[src/rtl/reorder_buffer_if.sv]
// reorder_buffer_if: groups the dispatcher, CDB, query and commit/rollback signals of the
// reorder buffer into one bundle.
//   slave  modport - seen by the reorder buffer itself
//   master modport - seen by the surrounding pipeline (dispatcher, CDB, register file)
// Signals:
//   rdy                           global ready, low freezes the buffer
//   issue_valid/issue_rd/
//   issue_is_branch               allocation request from the dispatcher
//   rob_full/alloc_id             allocation status back to the dispatcher
//   cdb_valid/cdb_id/cdb_value/
//   cdb_mispredict/cdb_target_pc  result broadcast
//   query_id*/query_ready*/
//   query_value*                  operand lookup by ROB ID
//   rob_has_res/result_to_reg/
//   regidx_to_reg/regalias_to_reg register-file commit port
//   rollback_signal/rollback_pc   flush pulse and fetch redirect
interface reorder_buffer_if #(
    parameter int unsigned ROB_ID_W = 5,
    parameter int unsigned DATA_W   = 32,
    parameter int unsigned REG_W    = 5
);
    logic                rdy;
    logic                issue_valid;
    logic [REG_W-1:0]    issue_rd;
    logic                issue_is_branch;
    logic                rob_full;
    logic [ROB_ID_W-1:0] alloc_id;
    logic                cdb_valid;
    logic [ROB_ID_W-1:0] cdb_id;
    logic [DATA_W-1:0]   cdb_value;
    logic                cdb_mispredict;
    logic [DATA_W-1:0]   cdb_target_pc;
    logic [ROB_ID_W-1:0] query_id1;
    logic [ROB_ID_W-1:0] query_id2;
    logic                query_ready1;
    logic                query_ready2;
    logic [DATA_W-1:0]   query_value1;
    logic [DATA_W-1:0]   query_value2;
    logic                rob_has_res;
    logic [DATA_W-1:0]   result_to_reg;
    logic [REG_W-1:0]    regidx_to_reg;
    logic [ROB_ID_W-1:0] regalias_to_reg;
    logic                rollback_signal;
    logic [DATA_W-1:0]   rollback_pc;

    modport slave (
        input  rdy, issue_valid, issue_rd, issue_is_branch,
        input  cdb_valid, cdb_id, cdb_value, cdb_mispredict, cdb_target_pc,
        input  query_id1, query_id2,
        output rob_full, alloc_id,
        output query_ready1, query_ready2, query_value1, query_value2,
        output rob_has_res, result_to_reg, regidx_to_reg, regalias_to_reg,
        output rollback_signal, rollback_pc
    );

    modport master (
        output rdy, issue_valid, issue_rd, issue_is_branch,
        output cdb_valid, cdb_id, cdb_value, cdb_mispredict, cdb_target_pc,
        output query_id1, query_id2,
        input  rob_full, alloc_id,
        input  query_ready1, query_ready2, query_value1, query_value2,
        input  rob_has_res, result_to_reg, regidx_to_reg, regalias_to_reg,
        input  rollback_signal, rollback_pc
    );
endinterface

[src/rtl/reorder_buffer.sv]
// reorder_buffer: circular in-order reorder buffer. Allocates ROB IDs at dispatch, captures
// CDB results, retires one entry per cycle in program order and raises a one-cycle rollback
// when a mispredicted branch reaches the head.
// Ports:
//   clk  clock
//   rst  asynchronous active-low reset
//   bus  reorder_buffer_if.slave (dispatch, CDB, query, commit and rollback signals)
// ROB IDs are slot index + 1; ID 0 means "no alias" and never matches an entry.
module reorder_buffer #(
    parameter int unsigned ROB_SIZE = 16,
    parameter int unsigned ROB_ID_W = 5,
    parameter int unsigned DATA_W   = 32,
    parameter int unsigned REG_W    = 5
) (
    input logic             clk,
    input logic             rst,
    reorder_buffer_if.slave bus
);
    localparam int unsigned PTR_W = $clog2(ROB_SIZE);
    localparam int unsigned CNT_W = PTR_W + 1;

    // Entry storage
    logic [ROB_SIZE-1:0] busy_q, busy_d;
    logic [ROB_SIZE-1:0] ready_q, ready_d;
    logic [ROB_SIZE-1:0] br_q, br_d;
    logic [ROB_SIZE-1:0] mis_q, mis_d;
    logic [REG_W-1:0]    rd_q    [ROB_SIZE];
    logic [REG_W-1:0]    rd_d    [ROB_SIZE];
    logic [DATA_W-1:0]   value_q [ROB_SIZE];
    logic [DATA_W-1:0]   value_d [ROB_SIZE];
    logic [DATA_W-1:0]   tpc_q   [ROB_SIZE];
    logic [DATA_W-1:0]   tpc_d   [ROB_SIZE];

    // Pointers
    logic [PTR_W-1:0] head_q, head_d;
    logic [PTR_W-1:0] tail_q, tail_d;
    logic [CNT_W-1:0] count_q, count_d;

    // Registered outputs
    logic                has_res_q, has_res_d;
    logic [DATA_W-1:0]   result_q, result_d;
    logic [REG_W-1:0]    regidx_q, regidx_d;
    logic [ROB_ID_W-1:0] regalias_q, regalias_d;
    logic                rollback_q, rollback_d;
    logic [DATA_W-1:0]   rollback_pc_q, rollback_pc_d;

    logic             full;
    logic             accept;
    logic             do_alloc;
    logic             do_cdb;
    logic             do_commit;
    logic             do_rollback;
    logic [PTR_W-1:0] cdb_slot;

    assign full     = (count_q == CNT_W'(ROB_SIZE));
    // Inputs are ignored while frozen and during the rollback pulse cycle.
    assign accept   = bus.rdy && !rollback_q;
    assign cdb_slot = PTR_W'(bus.cdb_id - ROB_ID_W'(1));

    // Commit looks only at registered state, so a CDB write lands one edge before it can retire.
    assign do_commit   = bus.rdy && busy_q[head_q] && ready_q[head_q];
    assign do_rollback = do_commit && br_q[head_q] && mis_q[head_q];
    assign do_alloc    = accept && !do_rollback && bus.issue_valid && !full;
    assign do_cdb      = accept && !do_rollback && bus.cdb_valid &&
                         (bus.cdb_id != '0) && (bus.cdb_id <= ROB_ID_W'(ROB_SIZE));

    always_comb begin
        busy_d        = busy_q;
        ready_d       = ready_q;
        br_d          = br_q;
        mis_d         = mis_q;
        rd_d          = rd_q;
        value_d       = value_q;
        tpc_d         = tpc_q;
        head_d        = head_q;
        tail_d        = tail_q;
        count_d       = count_q;
        // Pulses hold their value while frozen, otherwise they drop after one cycle.
        has_res_d     = bus.rdy ? 1'b0 : has_res_q;
        rollback_d    = bus.rdy ? 1'b0 : rollback_q;
        result_d      = result_q;
        regidx_d      = regidx_q;
        regalias_d    = regalias_q;
        rollback_pc_d = rollback_pc_q;

        // Results for slots that are not in flight are stale and dropped.
        if (do_cdb && busy_q[cdb_slot]) begin
            ready_d[cdb_slot] = 1'b1;
            value_d[cdb_slot] = bus.cdb_value;
            mis_d[cdb_slot]   = bus.cdb_mispredict;
            tpc_d[cdb_slot]   = bus.cdb_target_pc;
        end

        if (do_alloc) begin
            busy_d[tail_q]  = 1'b1;
            ready_d[tail_q] = 1'b0;
            mis_d[tail_q]   = 1'b0;
            br_d[tail_q]    = bus.issue_is_branch;
            rd_d[tail_q]    = bus.issue_rd;
            tail_d          = tail_q + PTR_W'(1);
        end

        if (do_commit) begin
            busy_d[head_q]  = 1'b0;
            ready_d[head_q] = 1'b0;
            head_d          = head_q + PTR_W'(1);
            if (!br_q[head_q]) begin
                has_res_d  = 1'b1;
                result_d   = value_q[head_q];
                regidx_d   = rd_q[head_q];
                regalias_d = ROB_ID_W'(head_q) + ROB_ID_W'(1);
            end
        end

        count_d = count_q + CNT_W'(do_alloc) - CNT_W'(do_commit);

        // Mispredict flushes everything younger; the branch itself has just retired.
        if (do_rollback) begin
            rollback_d    = 1'b1;
            rollback_pc_d = tpc_q[head_q];
            busy_d        = '0;
            ready_d       = '0;
            head_d        = '0;
            tail_d        = '0;
            count_d       = '0;
        end
    end

    always_ff @(posedge clk or negedge rst) begin
        if (!rst) begin
            busy_q        <= '0;
            ready_q       <= '0;
            br_q          <= '0;
            mis_q         <= '0;
            for (int i = 0; i < ROB_SIZE; i++) begin
                rd_q[i]    <= '0;
                value_q[i] <= '0;
                tpc_q[i]   <= '0;
            end
            head_q        <= '0;
            tail_q        <= '0;
            count_q       <= '0;
            has_res_q     <= 1'b0;
            result_q      <= '0;
            regidx_q      <= '0;
            regalias_q    <= '0;
            rollback_q    <= 1'b0;
            rollback_pc_q <= '0;
        end else begin
            busy_q        <= busy_d;
            ready_q       <= ready_d;
            br_q          <= br_d;
            mis_q         <= mis_d;
            rd_q          <= rd_d;
            value_q       <= value_d;
            tpc_q         <= tpc_d;
            head_q        <= head_d;
            tail_q        <= tail_d;
            count_q       <= count_d;
            has_res_q     <= has_res_d;
            result_q      <= result_d;
            regidx_q      <= regidx_d;
            regalias_q    <= regalias_d;
            rollback_q    <= rollback_d;
            rollback_pc_q <= rollback_pc_d;
        end
    end

    // Operand queries; a same-cycle CDB broadcast bypasses the entry storage.
    logic [PTR_W-1:0] q1_slot;
    logic [PTR_W-1:0] q2_slot;
    logic             q1_ok;
    logic             q2_ok;

    assign q1_slot = PTR_W'(bus.query_id1 - ROB_ID_W'(1));
    assign q2_slot = PTR_W'(bus.query_id2 - ROB_ID_W'(1));
    assign q1_ok   = (bus.query_id1 != '0) && (bus.query_id1 <= ROB_ID_W'(ROB_SIZE));
    assign q2_ok   = (bus.query_id2 != '0) && (bus.query_id2 <= ROB_ID_W'(ROB_SIZE));

    always_comb begin
        bus.query_ready1 = 1'b0;
        bus.query_value1 = '0;
        bus.query_ready2 = 1'b0;
        bus.query_value2 = '0;
        if (q1_ok) begin
            if (bus.cdb_valid && (bus.cdb_id == bus.query_id1)) begin
                bus.query_ready1 = 1'b1;
                bus.query_value1 = bus.cdb_value;
            end else if (ready_q[q1_slot]) begin
                bus.query_ready1 = 1'b1;
                bus.query_value1 = value_q[q1_slot];
            end
        end
        if (q2_ok) begin
            if (bus.cdb_valid && (bus.cdb_id == bus.query_id2)) begin
                bus.query_ready2 = 1'b1;
                bus.query_value2 = bus.cdb_value;
            end else if (ready_q[q2_slot]) begin
                bus.query_ready2 = 1'b1;
                bus.query_value2 = value_q[q2_slot];
            end
        end
    end

    assign bus.rob_full        = full;
    assign bus.alloc_id        = ROB_ID_W'(tail_q) + ROB_ID_W'(1);
    assign bus.rob_has_res     = has_res_q;
    assign bus.result_to_reg   = result_q;
    assign bus.regidx_to_reg   = regidx_q;
    assign bus.regalias_to_reg = regalias_q;
    assign bus.rollback_signal = rollback_q;
    assign bus.rollback_pc     = rollback_pc_q;
endmodule

[src/flat_wrapper.sv]
// flat-port wrapper written by rule: the top's interface ports become plain ports
module reorder_buffer_flat 
#(
    parameter int unsigned ROB_SIZE = 16,
    parameter int unsigned ROB_ID_W = 5,
    parameter int unsigned DATA_W   = 32,
    parameter int unsigned REG_W    = 5
)
  (clk, rst, bus_rdy, bus_issue_valid, bus_issue_rd, bus_issue_is_branch, bus_cdb_valid, bus_cdb_id, bus_cdb_value, bus_cdb_mispredict, bus_cdb_target_pc, bus_query_id1, bus_query_id2, bus_rob_full, bus_alloc_id, bus_query_ready1, bus_query_ready2, bus_query_value1, bus_query_value2, bus_rob_has_res, bus_result_to_reg, bus_regidx_to_reg, bus_regalias_to_reg, bus_rollback_signal, bus_rollback_pc);
  reorder_buffer_if #(.ROB_ID_W(ROB_ID_W), .DATA_W(DATA_W), .REG_W(REG_W)) bus_i ();
  input logic clk;
  input logic rst;
  input wire logic [$bits(bus_i.rdy)-1:0] bus_rdy;
  input wire logic [$bits(bus_i.issue_valid)-1:0] bus_issue_valid;
  input wire logic [$bits(bus_i.issue_rd)-1:0] bus_issue_rd;
  input wire logic [$bits(bus_i.issue_is_branch)-1:0] bus_issue_is_branch;
  input wire logic [$bits(bus_i.cdb_valid)-1:0] bus_cdb_valid;
  input wire logic [$bits(bus_i.cdb_id)-1:0] bus_cdb_id;
  input wire logic [$bits(bus_i.cdb_value)-1:0] bus_cdb_value;
  input wire logic [$bits(bus_i.cdb_mispredict)-1:0] bus_cdb_mispredict;
  input wire logic [$bits(bus_i.cdb_target_pc)-1:0] bus_cdb_target_pc;
  input wire logic [$bits(bus_i.query_id1)-1:0] bus_query_id1;
  input wire logic [$bits(bus_i.query_id2)-1:0] bus_query_id2;
  output wire logic [$bits(bus_i.rob_full)-1:0] bus_rob_full;
  output wire logic [$bits(bus_i.alloc_id)-1:0] bus_alloc_id;
  output wire logic [$bits(bus_i.query_ready1)-1:0] bus_query_ready1;
  output wire logic [$bits(bus_i.query_ready2)-1:0] bus_query_ready2;
  output wire logic [$bits(bus_i.query_value1)-1:0] bus_query_value1;
  output wire logic [$bits(bus_i.query_value2)-1:0] bus_query_value2;
  output wire logic [$bits(bus_i.rob_has_res)-1:0] bus_rob_has_res;
  output wire logic [$bits(bus_i.result_to_reg)-1:0] bus_result_to_reg;
  output wire logic [$bits(bus_i.regidx_to_reg)-1:0] bus_regidx_to_reg;
  output wire logic [$bits(bus_i.regalias_to_reg)-1:0] bus_regalias_to_reg;
  output wire logic [$bits(bus_i.rollback_signal)-1:0] bus_rollback_signal;
  output wire logic [$bits(bus_i.rollback_pc)-1:0] bus_rollback_pc;
  assign bus_i.rdy = bus_rdy;
  assign bus_i.issue_valid = bus_issue_valid;
  assign bus_i.issue_rd = bus_issue_rd;
  assign bus_i.issue_is_branch = bus_issue_is_branch;
  assign bus_i.cdb_valid = bus_cdb_valid;
  assign bus_i.cdb_id = bus_cdb_id;
  assign bus_i.cdb_value = bus_cdb_value;
  assign bus_i.cdb_mispredict = bus_cdb_mispredict;
  assign bus_i.cdb_target_pc = bus_cdb_target_pc;
  assign bus_i.query_id1 = bus_query_id1;
  assign bus_i.query_id2 = bus_query_id2;
  assign bus_rob_full = bus_i.rob_full;
  assign bus_alloc_id = bus_i.alloc_id;
  assign bus_query_ready1 = bus_i.query_ready1;
  assign bus_query_ready2 = bus_i.query_ready2;
  assign bus_query_value1 = bus_i.query_value1;
  assign bus_query_value2 = bus_i.query_value2;
  assign bus_rob_has_res = bus_i.rob_has_res;
  assign bus_result_to_reg = bus_i.result_to_reg;
  assign bus_regidx_to_reg = bus_i.regidx_to_reg;
  assign bus_regalias_to_reg = bus_i.regalias_to_reg;
  assign bus_rollback_signal = bus_i.rollback_signal;
  assign bus_rollback_pc = bus_i.rollback_pc;
  reorder_buffer #(.ROB_SIZE(ROB_SIZE), .ROB_ID_W(ROB_ID_W), .DATA_W(DATA_W), .REG_W(REG_W)) u_core (.clk(clk), .rst(rst), .bus(bus_i));
endmodule
[config.mk]
export PLATFORM = sky130hd
export DESIGN_NAME = reorder_buffer_flat
export DESIGN_NICKNAME = d
export VERILOG_FILES = /design/src/rtl/reorder_buffer_if.sv /design/src/rtl/reorder_buffer.sv /design/src/flat_wrapper.sv
export SDC_FILE = /design/constraint.sdc
export NUM_CORES = 2
export LEC_CHECK = 0
export ABC_AREA = 0
export BUFFER_PORTS_ARGS = -buffer_cell sky130_fd_sc_hd__buf_4
export CAP_MARGIN = 20
export CORE_UTILIZATION = 47
export CTS_CLUSTER_SIZE = 24
export DETAILED_ROUTE_END_ITERATION = 7
export PLACE_DENSITY = 0.65
export SYNTH_ARGS = -nofsm -noshare
export SYNTH_HDL_FRONTEND = slang
export SYNTH_SLANG_ARGS = --single-unit
export TNS_END_PERCENT = 100
[constraint.sdc]
create_clock -name clk -period 8.66 [get_ports clk]
set_input_delay 0.866 -clock clk [delete_from_list [all_inputs] [get_ports clk]]
set_output_delay 0.866 -clock clk [all_outputs]
set_load 0.005 [all_outputs]
# [After elaboration in Yosys (flattened, before gate mapping)]
# Index checks and enable logic that the tools add are counted.
[op_classes] addsub=9 bitwise_logic=14 reduce_logical=31 muxes=75 n_lt_le_gt_ge=18 n_eq_ne=3
[ops] op="bitwise mux 512 bit" count=2
[ops] op="binary-select mux 32 bit (select 4 bit)" count=4
[ops] op="two-way mux 32 bit" count=15
[ops] op="two-way mux 16 bit" count=9
[ops] op="demux 32 bit (select 4 bit)" count=1
[ops] op="bitwise mux 80 bit" count=1
[ops] op="bitwise AND 16 bit" count=4
[ops] op="bitwise mux 16 bit" count=2
[ops] op="inverter 16 bit" count=2
[ops] op="OR 16 bit" count=2
[ops] op="binary-select mux 1 bit (select 4 bit)" count=7
[ops] op="greater-or-equal comparator 5 bit (second input constant)" count=5
[ops] op="less-than comparator 4 x 5 -> 1 bit (second input constant)" count=5
[ops] op="inverter 4 -> 5 bit" count=5
[ops] op="logical AND 1 bit" count=21
[ops] op="two-way mux 1 bit" count=21
[ops] op="binary-select mux 5 bit (select 4 bit)" count=1
[ops] op="demux 5 bit (select 4 bit)" count=1
[ops] op="two-way mux 5 bit" count=4
[ops] op="two-way mux 4 bit" count=4
[ops] op="<= comparator 5 bit (second input constant)" count=3
[ops] op="nonzero test 5 bit" count=3
[ops] op="demux 1 bit (select 4 bit)" count=3
[ops] op="greater-or-equal comparator 4 x 1 -> 1 bit (second input constant)" count=3
[ops] op="other kinds (12)" count=22
[totals] wordCells=211 in_bits=91 reg_bits=1257 output_inout_bits=148

# [Longest topological paths before layout]
[logic_depth] depth_word=18 mapped_depth=19 depth_no_buf=13

# [Least setup slack after synthesis]
# Ideal clock, no wire load.
[synth_timing] path_type="input to output" start="input bus_query_id1[0]" end="output bus_query_value1[11]" required_ps=7794 path_stages=12 arrival_ps=4324 n_path_buf=6 path_slack_ps=3470 cell_sequence="clkbuf_1 > clkbuf_1 > buf_1 > inv_1 > ha_1 > clkbuf_1 > clkbuf_1 > clkbuf_1 > mux4_2 > mux4_2 > mux2i_1 > nor2_1"
[synth_via] elab_chain_cells=8 elab_cells_between_ends=15 classes_between="add/sub: 1; order compare: 1; eq/ne: 1; mux: 8; bitwise: 1; reduce/logical: 3"
[synth_rtl] element="start: declaration" line="flat_wrapper.sv:22" text="input wire logic [$bits(bus_i.query_id1)-1:0] bus_query_id1;"
[synth_rtl] element="subtractor 4 x 1 -> 4 bit" line="reorder_buffer.sv:175" text="assign q1_slot = PTR_W'(bus.query_id1 - ROB_ID_W'(1));"
[synth_rtl] element="inverter 4 -> 5 bit (implied by the code)" line="reorder_buffer.sv:191" text="bus.query_value1 = value_q[q1_slot];"
[synth_rtl] element="binary-select mux 32 bit (select 4 bit)" line="reorder_buffer.sv:191"
[synth_rtl] element="two-way mux 32 bit (implied by the code) (2 in a row)" line="reorder_buffer.sv:191"
[synth_rtl] element="two-way mux 32 bit" line="reorder_buffer.sv:189" text="end else if (ready_q[q1_slot]) begin"
[synth_rtl] element="two-way mux 32 bit" line="reorder_buffer.sv:186" text="if (bus.cdb_valid && (bus.cdb_id == bus.query_id1)) begin"
[synth_rtl] element="two-way mux 32 bit *" line="reorder_buffer.sv:185" text="if (q1_ok) begin"
[synth_rtl] element="end: declaration" line="flat_wrapper.sv:28" text="output wire logic [$bits(bus_i.query_value1)-1:0] bus_query_value1;"
# Every way passes the cells marked *; elsewhere a longest branch is shown, timed or not. The select of a mux whose other input is x is not followed.

# [Worst setup path in the final report]
[layout_timing] start="register u_core.head_q[1]" end="register u_core.tpc_q[42] (netlist name)"
[layout_via] elab_chain_cells=12 elab_cells_between_ends=18 classes_between="mux: 8; reduce/logical: 10"
[layout_rtl] element="start: declaration" line="reorder_buffer.sv:35" text="logic [PTR_W-1:0] head_q, head_d;"
[layout_rtl] element="start signal: assignment" line="reorder_buffer.sv:140" text="head_q <= '0;"
[layout_rtl] element="start signal: assignment" line="reorder_buffer.sv:157" text="head_q <= head_d;"
[layout_rtl] element="binary-select mux 1 bit (select 4 bit)" line="reorder_buffer.sv:61" text="assign do_commit = bus.rdy && busy_q[head_q] && ready_q[head_q];"
[layout_rtl] element="two-way mux 1 bit (implied by the code)" line="reorder_buffer.sv:61"
[layout_rtl] element="logical AND 1 bit (2 in a row)" line="reorder_buffer.sv:61"
[layout_rtl] element="logical AND 1 bit" line="reorder_buffer.sv:62" text="assign do_rollback = do_commit && br_q[head_q] && mis_q[head_q];"
[layout_rtl] element="logical AND 1 bit *" line="reorder_buffer.sv:62"
[layout_rtl] element="zero test 1 bit *" line="reorder_buffer.sv:64" text="assign do_cdb = accept && !do_rollback && bus.cdb_valid &&"
[layout_rtl] element="logical AND 1 bit * (3 in a row)" line="reorder_buffer.sv:64"
[layout_rtl] element="logical AND 1 bit *" line="reorder_buffer.sv:65" text="(bus.cdb_id != '0) && (bus.cdb_id <= ROB_ID_W'(ROB_SIZE));"
[layout_rtl] element="logical AND 1 bit *" line="reorder_buffer.sv:87" text="if (do_cdb && busy_q[cdb_slot]) begin"
[layout_rtl] element="end signal: assignment" line="reorder_buffer.sv:156" text="tpc_q <= tpc_d;"
[layout_rtl] element="end: declaration" line="reorder_buffer.sv:31" text="logic [DATA_W-1:0] tpc_q [ROB_SIZE];"
# Marks and branches as above.
# A chain may end at the register's enable or synchronous reset.

==> impl_metrics.tcl <==
set metrics [dict create \
    cap_violations 0 \
    grt_overflow_total 0 \
    cp_cell_sequence "buf_4 -> mux4_2 -> nor3_1 -> a2111oi_0 -> and3_2 -> a2111o_2 -> buf_4 -> mux2_2" \
    rsz0062_at_grt "false" \
    place.port_buffers 238 \
    clock.fmax_mhz 180 \
    grt_start_max_net_pins 160 \
    cts_tree "yes" \
    core_um2 138000 \
    layout_commonest_cell "dfrtp_1" \
    drt-vias-per-instance 6.33 \
    first_iter_violations 3431 \
    synth_top_family_by_area "multiplexers" \
    cts_setup_buffers 0 \
    antenna_left 0 \
    fin_worst_skew_ns 0.0428 \
    n_fill_cell 11216 \
    synth_compound_area_share_pct 1.06 \
    synth-simple-area-share_pct 3.17 \
    die_area_um2 141000 \
    path_clk_slew_ns 0.06 \
    synth_edf_count 0 \
    core.rowCount 136 \
    synthArstFlopShare_pct 100 \
    worst-setup-path-type "register to register" \
    setup_viol 0 \
    setup-tns-final_ns 0 \
    powerDensity_nw_per_um2 261 \
    tightest_slew_ns 1.11 \
    ir_drop_v 0.000163 \
    slowest_stage "and3_2" \
    area_growth_pct 12.4 \
    grt_pass1_vias 40944 \
    synthesis.area_um2 65600 \
    hold_buffers 0 \
    cts_htree_levels 4 \
    cts_made_buffers 142 \
    drc 0 \
    place_congestion 0.797 \
    yosysTopAreaCellShare_pct 48.0 \
    min_period_ns 5.55 \
    slew-limit-headroom_pct 26.1 \
    seq_area_um2 31500 \
    cts_root_buffer "clkbuf_16" \
    numClockSinks 1257 \
    dr.pass1.iters 5 \
    synth_xor_area_share_pct 0.374 \
    required_ns 9.32 \
    muxShareOfSynthArea_pct 43.9 \
    nets 4367 \
    cts_buffer_depth 3 \
    synth_area_leaders "dfrtp_1, mux4_2, mux2_2" \
    ys_warn_count 0 \
    start_util_pct 47.5 \
    drive_above_1_share_pct 51.2 \
    track_usage_pct 26.4 \
    cpMostUsedCell "buf_4" \
    top_regs "u_core.tpc_q: 512 flops, u_core.value_q: 512 flops, u_core.rd_q: 80 flops" \
    critPathArrivalTime_ns 6.21 \
    ys_types 50 \
    vias 39392 \
    final_util_pct 53.4 \
    die_w_um 376 \
    cts_resized 0 \
    avgSynthCellArea_um2 15.7 \
    leakage_nw 33.5 \
    hold_violations 0 \
    cp-start-kind "register" \
    antenna_found_initial 17 \
    status "complete, no violations" \
    cp_max_fo 44 \
    totalWireLength_um 182000 \
    synth_nets 4300 \
    die_h_um 376 \
    clk_latency_ns 0.79 \
    hp-class "primary input to asynchronous set/reset pin" \
    boundaryPins 239 \
    worst_path_largest_cell_delay_ns 0.93 \
    multi_input_area_um2 32300 \
    grt_pass1_wl_um 277000 \
    layout_common_cells "dfrtp_1, mux2_2, mux4_2" \
    synthCells 4186 \
    synth_sequential_area_ratio_pct 48.0 \
    synthFlopType "dfrtp_1" \
    synth-adder-area-share_pct 0.450 \
    detailed_place_hpwl_um 103000 \
    final_max_slew_viol_count 0 \
    yosysTopAreaCell "dfrtp_1" \
    crit_path_end_kind "register" \
    ys_seq_elements 1257 \
    routedWlPerCell_um 29.3 \
    min_period_over_period_pct 64.1 \
]
layout make-up:
type / count / area share [%]
clock inverter: 49 / 1.03
tap: 1863 / 3.16
antenna: 5 / 0.0170
multi-input combinational: 2499 / 43.8
inverter: 26 / 0.132
clock buffer: 201 / 5.65
sequential: 1257 / 42.7
timing repair buffer: 327 / 3.48
power breakdown:
| part | internal [mW] | leakage (nW) | switching [mW] |
|---|---|---|---|
| logic | 2.79 | 13.9 | 2.31 |
| registers | 6.94 | 17.2 | 0.898 |
| clock network | 3.67 | 2.42 | 2.60 |
cells by family (layout without fill, tap and decap cells):
family                     Yosys count  in the layout
xor gates and xnor gates            28             28
AOI/OAI and AO/OA                   80             80
and+or+nand+nor                    497            497
adders and majority gates           23             23
buffers and inverters              430            603
DFF                               1257           1257
other                                0              5
muxes                             1871           1871
cell usage after synthesis (all sizes together) (3+ instances only):
library cell  count
a2111o            5
a2111oi          13
a21oi            21
and2             10
and3             19
buf             206
clkbuf          198
dfrtp          1257
ha               22
inv              26
mux2           1094
mux2i            82
mux4            695
nand2           315
nand3            10
nor2            105
nor2b            11
nor3              7
nor3b            14
o21a             12
o21ai            12
o21ba             3
o31ai             5
xnor2            15
xor2             13
critical path: cells and delay by family, from the launching register on:
family,cells,cell delay [ns]
and+or+nand+nor,2,0.97
AOI/OAI and AO/OA,2,1.01
buffers and inverters,2,1.56
DFF,1,0.90
muxes,2,0.77
layer usage:
layer,share of wire (%),up-vias,global-route usage (%)
met1,43,21516,37.6
met4,2.6,24,7.71
met2,47,1457,41.2
li1,-,16077,-
met5,0.076,-,0
met3,6.6,318,5.24
stage by stage:
stage          setup slack (ns)  instance area (um^2)  hold slack, ns  total power [mW]  instances
6_report                   3.11                 73700          0.0362              19.2       6227
3_3_place_gp               3.17                 68800           0.444              12.9       5972
3_5_place_dp               3.07                 68800           0.451              13.1       5972
5_1_grt                    2.92                 73700          0.0527              20.1       6225
4_1_cts                    3.07                 73700         0.00818              19.4       6222
2_1_floorplan              3.47                 65600           0.434              11.4       4186
worst paths after layout:
kind | startpoint | slack (ns) | to | depth (start not counted)
min in group clk | bus_rdy | 0.33 | u_core.bus.rollback_signal | 2
worst min-delay path | rst | 0.04 | u_core.value_q[104] | 1
worst min register to register | u_core.tpc_q[269] | 0.46 | u_core.tpc_q[269] | 2
worst max-delay path | u_core.head_q[1] | 3.11 | u_core.tpc_q[42] | 8
worst max register to register | u_core.head_q[1] | 3.11 | u_core.tpc_q[42] | 8
max in group asynchronous | rst | 6.52 | u_core.tpc_q[358] | 3
Power figures use the tool's default switching activity.
